## config.mk

```make
export PLATFORM = sky130hd
export DESIGN_NAME = wand_bus_tx
export DESIGN_NICKNAME = d
export VERILOG_FILES = /design/src/rtl/wand_bus_pkg.sv /design/src/rtl/wand_bit_timer.sv /design/src/rtl/wand_bus_tx.sv
export SDC_FILE = /design/constraint.sdc
export NUM_CORES = 1
export LEC_CHECK = 0
export CAP_MARGIN = 0
export CORE_MARGIN = 1.5
export CORE_UTILIZATION = 56
export DETAILED_ROUTE_END_ITERATION = 10
export PLACE_DENSITY = 0.85
export SYNTH_ARGS = -nofsm -noshare
export SYNTH_HDL_FRONTEND = slang
export SYNTH_SLANG_ARGS = --single-unit
export TNS_END_PERCENT = 100
```

## constraint.sdc

```tcl
create_clock -name clk -period 2.7 [get_ports clk]
set_clock_uncertainty 0.05 [all_clocks]
set_input_delay 0.81 -clock clk [delete_from_list [all_inputs] [get_ports clk]]
set_output_delay 0.81 -clock clk [all_outputs]
set_load 0.1 [all_outputs]
```

## src/rtl/wand_bus_pkg.sv

```systemverilog
// Shared types and constants for the wired-AND bus transmitter.
// Frame length depends on whether the WAND_TX_PARITY_EN build option is used.
package wand_bus_pkg;

  typedef enum logic [2:0] {
    IDLE,
    START,
    DATA,
    PARITY,
    STOP
  } tx_state_e;

  localparam logic START_LVL = 1'b0;
  localparam logic STOP_LVL  = 1'b1;
  localparam logic RELEASE   = 1'b1;

  function automatic int frame_bits(input int data_w, input bit parity_en);
    return data_w + 2 + (parity_en ? 1 : 0);
  endfunction

endpackage

```

## src/rtl/wand_bit_timer.sv

```systemverilog
// Bit-period counter: runs 0..BIT_CYCLES-1 and flags the last cycle of each bit.
// Held at zero while clr is high so a new frame always starts a fresh period.
module wand_bit_timer #(
  parameter int BIT_CYCLES = 4
) (
  input  logic clk,
  input  logic rst,
  input  logic clr,
  output logic bit_end
);

  localparam int CW = $clog2(BIT_CYCLES);

  logic [CW-1:0] cnt_q;

  assign bit_end = !clr && (cnt_q == CW'(BIT_CYCLES - 1));

  always_ff @(posedge clk) begin
    if (rst || clr || bit_end) begin
      cnt_q <= '0;
    end else begin
      cnt_q <= cnt_q + CW'(1);
    end
  end

endmodule

```

## src/rtl/wand_bus_tx.sv

```systemverilog
// Bit-serial transmitter for an open-drain wired-AND line with arbitration.
// Build option: define WAND_TX_PARITY_EN to insert an even-parity bit before STOP.
module wand_bus_tx
  import wand_bus_pkg::*;
#(
  parameter int DATA_W     = 8,
  parameter int BIT_CYCLES = 4
) (
  input  logic              clk,
  input  logic              rst,
  input  logic              start,
  input  logic [DATA_W-1:0] data_in,
  input  logic              line_in,
  output logic              line_out,
  output logic              busy,
  output logic              done,
  output logic              arb_lost,
  output logic [DATA_W-1:0] rx_data,
  output tx_state_e         state_dbg
);

`ifdef WAND_TX_PARITY_EN
  localparam bit PARITY_EN = 1'b1;
`else
  localparam bit PARITY_EN = 1'b0;
`endif
  localparam int FRAME_BITS = frame_bits(DATA_W, PARITY_EN);
  localparam int POS_W      = $clog2(FRAME_BITS + 1);

  tx_state_e         state_q, state_d;
  logic [DATA_W-1:0] shreg_q, shadow_q, rx_q;
  logic [POS_W-1:0]  pos_q;
  logic              done_q, arb_q;
  logic              bit_end, accept, lost, finish, drive;
`ifdef WAND_TX_PARITY_EN
  logic              par_q;
`endif

  wand_bit_timer #(.BIT_CYCLES(BIT_CYCLES)) u_timer (
    .clk     (clk),
    .rst     (rst),
    .clr     (state_q == IDLE),
    .bit_end (bit_end)
  );

  always_comb begin
    drive = RELEASE;
    unique case (state_q)
      START:  drive = START_LVL;
      DATA:   drive = shreg_q[DATA_W-1];
`ifdef WAND_TX_PARITY_EN
      PARITY: drive = par_q;
`else
      PARITY: drive = RELEASE;
`endif
      STOP:   drive = STOP_LVL;
      default: drive = RELEASE;
    endcase
  end

  // Request handshake: a frame is accepted on any edge where the block is IDLE,
  // start=1 and the bus reads released (line_in=1); start is ignored otherwise.
  always_comb begin
    state_d = state_q;
    accept  = 1'b0;
    finish  = 1'b0;
    // Losing means we released but someone else held the line low at bit end.
    lost    = bit_end && (state_q != IDLE) && (drive == RELEASE) && (line_in == 1'b0);
    unique case (state_q)
      IDLE: begin
        if (start && line_in) begin
          state_d = START;
          accept  = 1'b1;
        end
      end
      START: begin
        if (bit_end) state_d = DATA;
      end
      DATA: begin
        if (lost) begin
          state_d = IDLE;
        end else if (bit_end && (pos_q == POS_W'(DATA_W))) begin
`ifdef WAND_TX_PARITY_EN
          state_d = PARITY;
`else
          state_d = STOP;
`endif
        end
      end
      PARITY: begin
        if (lost) state_d = IDLE;
        else if (bit_end) state_d = STOP;
      end
      STOP: begin
        if (lost) begin
          state_d = IDLE;
        end else if (bit_end) begin
          state_d = IDLE;
          finish  = 1'b1;
        end
      end
      default: state_d = IDLE;
    endcase
  end

  always_ff @(posedge clk) begin
    if (rst) begin
      state_q  <= IDLE;
      shreg_q  <= '0;
      shadow_q <= '0;
      rx_q     <= '0;
      pos_q    <= '0;
      done_q   <= 1'b0;
      arb_q    <= 1'b0;
`ifdef WAND_TX_PARITY_EN
      par_q    <= 1'b0;
`endif
    end else begin
      state_q <= state_d;
      done_q  <= finish;
      arb_q   <= lost;
      if (accept) begin
        shreg_q <= data_in;
        pos_q   <= '0;
`ifdef WAND_TX_PARITY_EN
        par_q   <= ^data_in;
`endif
      end else if (bit_end && (state_q != IDLE)) begin
        pos_q <= pos_q + POS_W'(1);
        if (state_q == DATA) begin
          shreg_q  <= {shreg_q[DATA_W-2:0], 1'b0};
          shadow_q <= {shadow_q[DATA_W-2:0], line_in};
        end
      end
      if (finish) rx_q <= shadow_q;
    end
  end

  assign line_out  = drive;
  assign busy      = (state_q != IDLE);
  assign done      = done_q;
  assign arb_lost  = arb_q;
  assign rx_data   = rx_q;
  assign state_dbg = state_q;

endmodule

```

* Word-level counts from Yosys, hierarchy flattened
Cells that the tools add are included.
Cells by class: add/sub/neg operators 2, $mul 0, divide/modulo/power cells 0, order comparisons 0, equal/unequal tests 11, shift-type cells 0, muxes and demuxes 18, bitwise gates (word level) 2, reductions and logical operators 17
Operators with widths (count):
- $mux W3 | 8
- $mux W8 | 3
- $pmux W3 S5 | 1
- $ne A3 B3 Y1 const B | 3
- $eq A3 B2 Y1 const B | 2
- $logic_and A1 B1 Y1 | 6
- $mux W1 | 5
- $reduce_and A5 Y1 | 1
- $add A4 B1 Y4 const B | 1
- $eq A4 B4 Y1 const B | 1
- $ne A2 B2 Y1 const B | 2
- $reduce_bool A2 Y1 | 2
- $eq A3 B1 Y1 const B | 1
- $eq A3 B3 Y1 const B | 1
- $logic_not A3 Y1 | 1
- $reduce_and A3 Y1 | 1
- $reduce_bool A3 Y1 | 1
- $add A2 B1 Y2 const B | 1
- $eq A2 B2 Y1 const B | 1
- $logic_or A1 B1 Y1 | 2
- $not A1 Y1 | 2
- $pmux W1 S2 | 1
- $reduce_and A2 Y1 | 1
- $reduce_or A2 Y1 | 1
- $logic_not A1 Y1 | 1
Storage, ports and cells: bits in registers 35, bits in latches 0, memory bits (writable) 0, bits in read-only memories 0, output and inout port bits 15, memories 0

* Depth between registers and ports, before layout
Gate-level depths: netlist of run 1.
word-level depth 8, depth in mapped cells 6, mapped depth without buffers 5

* Modules after synthesis
Synthesis of run 1 repeated with hierarchy kept, for this count alone.
Unflattened totals: cell total of the unflattened synthesis 180, area total of the unflattened synthesis 1567.8 um^2
Modules (own cells, without submodules):
- wand_bus_tx | times used 1, cells each 174, area an instance 1481.4 um^2, seq. area each 660.6 um^2
- wand_bit_timer | times used 1, cells each 6, area an instance 86.3 um^2, seq. area each 40.0 um^2

* Worst setup path before layout of run 1
OpenSTA, ideal clock, no wires.
kind reg2out, from reg state_q[2], in the netlist state_dbg[2], to out busy, arrival time 2178 ps, path slack -338 ps, stages on the path, launching flop included 5, cells stage by stage dfxtp_1 buf_2 clkbuf_1 nor3_1 inv_1
On the way: word-level cells in the longest chain between the ends 1
Ends and longest elaborated chain:
- from (decl) | line wand_bus_tx.sv:30 | tx_state_e state_q, state_d;
- from (signal assigned) | line wand_bus_tx.sv:119 | state_q <= state_d;
- $reduce_bool A3 Y1 | line wand_bus_tx.sv:140 | assign busy = (state_q != IDLE);
- to (decl) | line wand_bus_tx.sv:15 | output logic busy,
Every way passes these cells.

* Worst setup path in the final report of run 1
from reg state_q[1], in the netlist state_dbg[1], to out line_out
On the way: word-level cells in the longest chain between the ends 2, elaborated cells between the ends (all ways) 3, those cells by class eq/ne (2); mux (1)
Ends and longest elaborated chain:
- $eq A3 B2 Y1 or $eq A3 B1 Y1 (tied branches) | line wand_bus_tx.sv:48 | unique case (state_q)
- $pmux W1 S2 * | line wand_bus_tx.sv:48
- to (decl) | line wand_bus_tx.sv:14 | output logic line_out,
Every way passes the cells marked *; elsewhere a longest branch is shown, timed or not.

==> reports/metrics.csv, run 1 <==
stage;metric;value;unit
worst_setup_path;cp_max_fo;17;
floorplanning;core;2758;um^2
timing;relSlewSlack;54.12;%
routing;remaining_drc_errors;0;
global_routing;grtUsageTotal;24.16;%
synth;synth_ff_type;dfxtp_1;
synth;post-synth-top-count-cell;dfxtp_1;
finish;antenna_cells;0;
timing;finalHoldViolCount;0;
finish;fin_nets;225;
timing;max_slew.worst_pin.slew;684.2;ps
synth;syn_nets;203;
worst_setup_path;crit_required;1840;ps
timing;holdWs;402.8;ps
synth;syn_inst;188;
placed_design;gp_congestion;0.7891;
floorplanning;fp-row-count;19;
worst_setup_path;regToRegSetupSlack;660;ps
global_routing;grt_pass1_wl;6058;um
timing;setup_violations;0;
global_routing;grt_overflow;0;
clock_tree;cts_tree;built;
placed_design;dpl.hpwl;2448;um
clock_tree;clock-sinks;35;
routing;drt_iter0_drc;30;
floorplanning;die_x;56.75;um
synth;yosysTopAreaCell;dfxtp_1;
floorplanning;start_util;58.67;%
clock_tree;cts_resized;0;
clock_tree;clk_pin_slew;110;ps
worst_hold_path;hp-class;flip-flop to flip-flop;
synth;syn-cell-area;1618;um^2
power_and_ir_drop;p_per_area;489.7;nW/um^2
global_routing;grt_max_degree;20;
worst_setup_path;path_class;flip-flop to output pin;
floorplanning;io_pins;27;
timing;max_freq;0.4262;GHz
floorplanning;die_area;3221;um^2
synth;postSynthAreaPerCell;8.605;um^2
synth;synth.cells.most_frequent;dfxtp_1, nand2_1, a21oi_1;
clock_tree;cts.path.max_buffers;2;
timing;drv_slew;0;
routing;wl_per_cell;14.45;um
routing;dr_total_vias;1412;
synth;ys_seq_elements;35;
power_and_ir_drop;irDropWorstVdd;0.0004167;V
clock_tree;cts_root_buffer;clkbuf_4;
timing;fin_crit;2346;ps
clock_tree;numCtsBuffers;5;
worst_setup_path;cp.arrival;1490;ps
timing;period_share;86.90;%
synth;synth_edf_count;0;
worst_setup_path;end_kind;output pin;
run_status;status;finished, final reports clean;
clock_tree;ctsHoldBuffers;0;
finish;syn2layout_area_growth;18.56;%
clock_tree;clk_latency;350;ps
flow_run;cap_violations;0;
routing;drtPass1Iterations;4;
clock_tree;post_cts_buffers;0;
global_routing;antenna_found_initial;0;
worst_setup_path;cp-start-kind;flip-flop;
power_and_ir_drop;p_leak;0.6821;nW
timing;rsz0062_at_grt;false;
synth;netlist_top_cells_area;dfxtp_1, nand2_1, a311oi_2;
finish;drive_above_1_share;20.85;%
routing;final_antenna_net_count;0;
floorplanning;fp.dieH;56.75;um
placed_design;port_buffers;26;
timing;fin_setup_tns;0;ps
clock_tree;htree_num_levels;2;
synth;synthArstFlopShare;0;%
synth;synth_top_area_share;43.31;%
global_routing;first_global_vias;1399;
synth;yosys.cell_types.count;41;
routing;wl;3496;um
routing;vias_per_cell;5.835;
synth;yosys_warnings;0;
synth;seq_area_frac_synth;43.31;%
-- critical path, cell delays in order, from the launching register on --
cell,delay [ps]
dfxtp_2,540
mux2i_1,110
or2_2,310
buf_12,170
-- metal layers --
layer | GRT usage (%) | vias to the layer above | part of all wire [%]
met3 | 5.991 | 9 | 4.6
met1 | 29.29 | 658 | 45
met5 | 0 | - | 0
li1 | - | 715 | -
met2 | 39.37 | 30 | 49
met4 | 12.62 | 0 | 1.9
-- worst paths after layout --
| path | from | endpoint | depth (start not counted) |
|---|---|---|---|
| max | state_dbg[1] | line_out | 3 |
| min | u_timer.cnt_q[0] | u_timer.cnt_q[0] | 1 |
| max reg2reg | u_timer.cnt_q[0] | shreg_q[6] | 4 |
| min reg2reg | u_timer.cnt_q[0] | u_timer.cnt_q[0] | 1 |
-- sequential cells by signal (all words and copies together), names as in the netlist --
signal         flops
arb_lost           1
pos_q              4
rx_data            8
state_dbg          3
shreg_q            8
u_timer.cnt_q      2
done               1
shadow_q           8
-- layout make-up --
| type | count | area, um^2 |
|---|---|---|
| repair buffers | 32 | 280.3 |
| flip-flops and latches | 35 | 704.4 |
| clock inverters | 3 | 20.02 |
| fillers | 233 | 839.6 |
| inverters | 4 | 15.01 |
| multi-input cells | 132 | 822.0 |
| clock buffers | 5 | 37.54 |
| well taps | 31 | 38.79 |
-- through the flow --
stage,power (W),worst slack [ps],utilization (%),area (um^2),std cells
floorplan,0.0006245,191.9,-,1622,188
global placement,0.0006632,308.5,67.47,1861,234
detailed placement,0.0006672,223.8,67.47,1861,234
CTS,0.0009474,331.6,69.56,1918,242
global route,0.0009751,281.1,69.56,1918,242
finish,0.0009393,353.7,69.56,1918,242
-- where the power goes --
| group | switching [W] | internal [W] |
|---|---|---|
| logic | 0.0000700 | 0.0000484 |
| clock network | 0.000184 | 0.0000992 |
| registers | 0.0000105 | 0.000527 |
| total | 0.000265 | 0.000674 |
-- kinds of logic (layout without fill, tap and decap cells) --
family | after synthesis | count (layout) | synth area share (%)
mux | 2 | 2 | 1.237
flops | 35 | 35 | 43.31
fa+ha+maj | 3 | 3 | 2.320
xor+xnor | 3 | 3 | 1.624
simple gates | 79 | 79 | 25.52
buf+inv | 21 | 44 | 5.878
compound gates | 45 | 45 | 20.11
-- layout by cell type, fill, tap and decap left out, types with 3 or more instances in the layout --
master           instances
nand2_1                 33
o21ai_1                  8
nor2_1                   3
dfxtp_1                 32
nor3_1                  13
a21oi_1                 19
buf_4                   20
clkbuf_4                 5
ha_1                     3
a311oi_2                 7
nand3_1                  9
clkdlybuf4s50_1         11
inv_1                    3
dfxtp_2                  3
No activity file was read; power rests on OpenSTA's default activity.
==> run 2: changes to the inputs <==
- clock period: 2.7 -> 2.75 ns (I/O delays scaled with it)
==> reports/metrics.csv, run 2 (synthesis gave the netlist of run 1 again) <==
stage;metric;value;unit;change
run_status;status;finished, final reports clean;;unchanged
worst_setup_path;worstPathCellList;mux2i_1, or2_2, buf_12;;unchanged
clock_tree;clk_latency;330;ps;was 350 ps
worst_hold_path;holdPathStages;1;;unchanged
placed_design;dpl.hpwl;2594;um;was 2448 um
clock_tree;htree_num_levels;2;;unchanged
finish;syn2layout_area_growth;17.32;%;was 18.56%
clock_tree;cts_tree;built;;unchanged
timing;relSlewSlack;53.80;%;was 54.12%
power_and_ir_drop;p_per_area;478.8;nW/um^2;was 489.7 nW/um^2
worst_setup_path;cp_max_fo;17;;unchanged
routing;final_antenna_net_count;0;;unchanged
placed_design;port_buffers;26;;unchanged
worst_setup_path;r2r_start;u_timer.cnt_q[0];;unchanged
power_and_ir_drop;internal_power;0.0006574;W;was 0.0006744 W
global_routing;grtUsageTotal;22.87;%;was 24.16%
finish;drive_above_1_share;19.62;%;was 20.85%
clock_tree;cts.path.max_buffers;2;;unchanged
clock_tree;cts_resized;0;;unchanged
flow_run;cap_violations;0;;unchanged
routing;wl;3619;um;was 3496 um
worst_setup_path;end_kind;output pin;;unchanged
timing;max_freq;0.4275;GHz;
global_routing;grtUsageMet1;26.97;%;was 29.29%
finish;regArea;704.4;um^2;unchanged
clock_tree;numCtsBuffers;5;;unchanged
worst_setup_path;cp-start-kind;flip-flop;;unchanged
global_routing;met2_usage;39.37;%;unchanged
timing;setup_violations;0;;unchanged
finish;nFillCells;232;;was 233
finish;mostFrequentLayoutCell;nand2_1;;unchanged
worst_setup_path;slowest_delay;530;ps;was 540 ps
timing;fin_crit;2339;ps;
floorplanning;core;2758;um^2;unchanged
floorplanning;die_x;56.75;um;unchanged
worst_hold_path;whs_endpoint;u_timer.cnt_q[0];;unchanged
worst_setup_path;worstRegToRegCells;4;;unchanged
timing;drv_slew;0;;unchanged
routing;dr_total_vias;1478;;was 1412
finish;fin_nets;223;;was 225
timing;rsz0062_at_grt;false;;unchanged
timing;holdWs;398.6;ps;was 402.8 ps
timing;worst_slack;410.8;ps;was 353.7 ps
power_and_ir_drop;p_seq_share;58.0;%;was 57.2%
finish;fin_util;68.83;%;was 69.56%
routing;remaining_drc_errors;0;;unchanged
clock_tree;ctsHoldBuffers;0;;unchanged
power_and_ir_drop;pwr-share-clk;29.4;%;was 30.2%
routing;vias_per_cell;6.158;;was 5.835
power_and_ir_drop;power_switching;0.0002513;W;was 0.0002649 W
global_routing;grt_pass1_wl;5733;um;was 6058 um
worst_hold_path;hold_start;u_timer.cnt_q[0];;unchanged
global_routing;antenna_found_initial;0;;unchanged
timing;fin_setup_tns;0;ps;unchanged
finish;design_area;1898;um^2;was 1918 um^2
finish;final_cell_mix;nand2_1, dfxtp_1, a21oi_1;;was nand2_1, dfxtp_1, buf_4
floorplanning;fp-row-count;19;;unchanged
worst_setup_path;slowest_stage;dfxtp_2;;unchanged
finish;multi_input_area;822.0;um^2;unchanged
global_routing;grt_overflow;0;;unchanged
power_and_ir_drop;p_leak;0.6819;nW;was 0.6821 nW
timing;period_share;85.06;%;
clock_tree;clock-sinks;35;;unchanged
global_routing;first_global_vias;1278;;was 1399
worst_hold_path;hp-class;flip-flop to flip-flop;;unchanged
timing;finalHoldViolCount;0;;unchanged
placed_design;gp_congestion;0.7431;;was 0.7891
worst_setup_path;crit_required;1880;ps;was 1840 ps
clock_tree;cts_root_buffer;clkbuf_4;;unchanged
global_routing;grt.busiest_layer;met2;;unchanged
clock_tree;clk_pin_slew;110;ps;about the same
routing;wl_per_cell;15.08;um;was 14.45 um
timing;max_slew.worst_pin.slew;689.1;ps;was 684.2 ps
power_and_ir_drop;irDropWorstVdd;0.0004194;V;was 0.0004167 V
global_routing;grt_max_degree;20;;unchanged
floorplanning;fp.dieH;56.75;um;unchanged
global_routing;use_met3;6.912;%;was 5.991%
routing;drtPass1Iterations;4;;unchanged
clock_tree;post_cts_buffers;0;;unchanged
placed_design;pre_cts_slack;156.9;ps;was 223.8 ps
worst_setup_path;regToRegSetupSlack;750;ps;was 660 ps
routing;drt_iter0_drc;50;;was 30
power_and_ir_drop;p_sw_share;27.65;%;was 28.20%
floorplanning;io_pins;27;;unchanged
worst_setup_path;path_class;flip-flop to output pin;;unchanged
finish;antenna_cells;0;;unchanged
worst_setup_path;r2r_end;shreg_q[6];;unchanged
worst_setup_path;cp.arrival;1460;ps;was 1490 ps
power_and_ir_drop;comb_power_share;12.6;%;about the same
placed_design;place_area;1846;um^2;was 1861 um^2
floorplanning;start_util;58.67;%;unchanged
floorplanning;die_area;3221;um^2;unchanged
## run 2: layout make-up
| type | instances | area share, % |
|---|---|---|
| inverters | 4 | 0.7910 |
| well taps | 31 | 2.044 |
| multi-input cells | 132 | 43.31 |
| clock inverters | 3 | 0.7910 |
| repair buffers | 30 | 13.97 |
| flip-flops and latches | 35 | 37.11 |
| clock buffers | 5 | 1.978 |
## run 2: worst max path at each step
stage	slack [ps]	cells after the start	to	startpoint
final	410	3	line_out	state_dbg[1]
after global routing	350	3	line_out	state_dbg[1]
after CTS	410	3	line_out	state_dbg[1]
after detailed placement	160	4	shreg_q[6]	line_in
after global placement	240	4	shreg_q[5]	line_in
after floorplan	30	4	busy	state_dbg[2]
## run 2: power by group through the flow
stage          sequential, W  clock, W  combinational, W
2_1_floorplan       0.000542         0         0.0000708
3_3_place_gp        0.000538         0          0.000110
3_5_place_dp        0.000539         0          0.000113
4_1_cts             0.000527  0.000273          0.000113
5_1_grt             0.000529  0.000298          0.000120
6_report            0.000527  0.000267          0.000114
## run 2: stage by stage
| step | total power, W | instances |
|---|---|---|
| 3_3_place_gp | 0.0006479 | 232 |
| 3_5_place_dp | 0.0006515 | 232 |
| 6_report | 0.0009087 | 240 |
| 4_1_cts | 0.0009133 | 240 |
| 5_1_grt | 0.0009465 | 240 |
| 2_1_floorplan | 0.0006129 | 188 |
## run 2: layer usage
layer	wire length, um	share of wire, %
met5	0	0
met4	62	1.7
met2	1869	52
met1	1493	41
met3	194	5.4
## run 2: worst max-delay path: cells and delay by family (launching register included)
family                 cells  cell delay [ps]
and+or+nand+nor            1              310
buffers and inverters      1              180
muxes                      1              110
DFF                        1              530
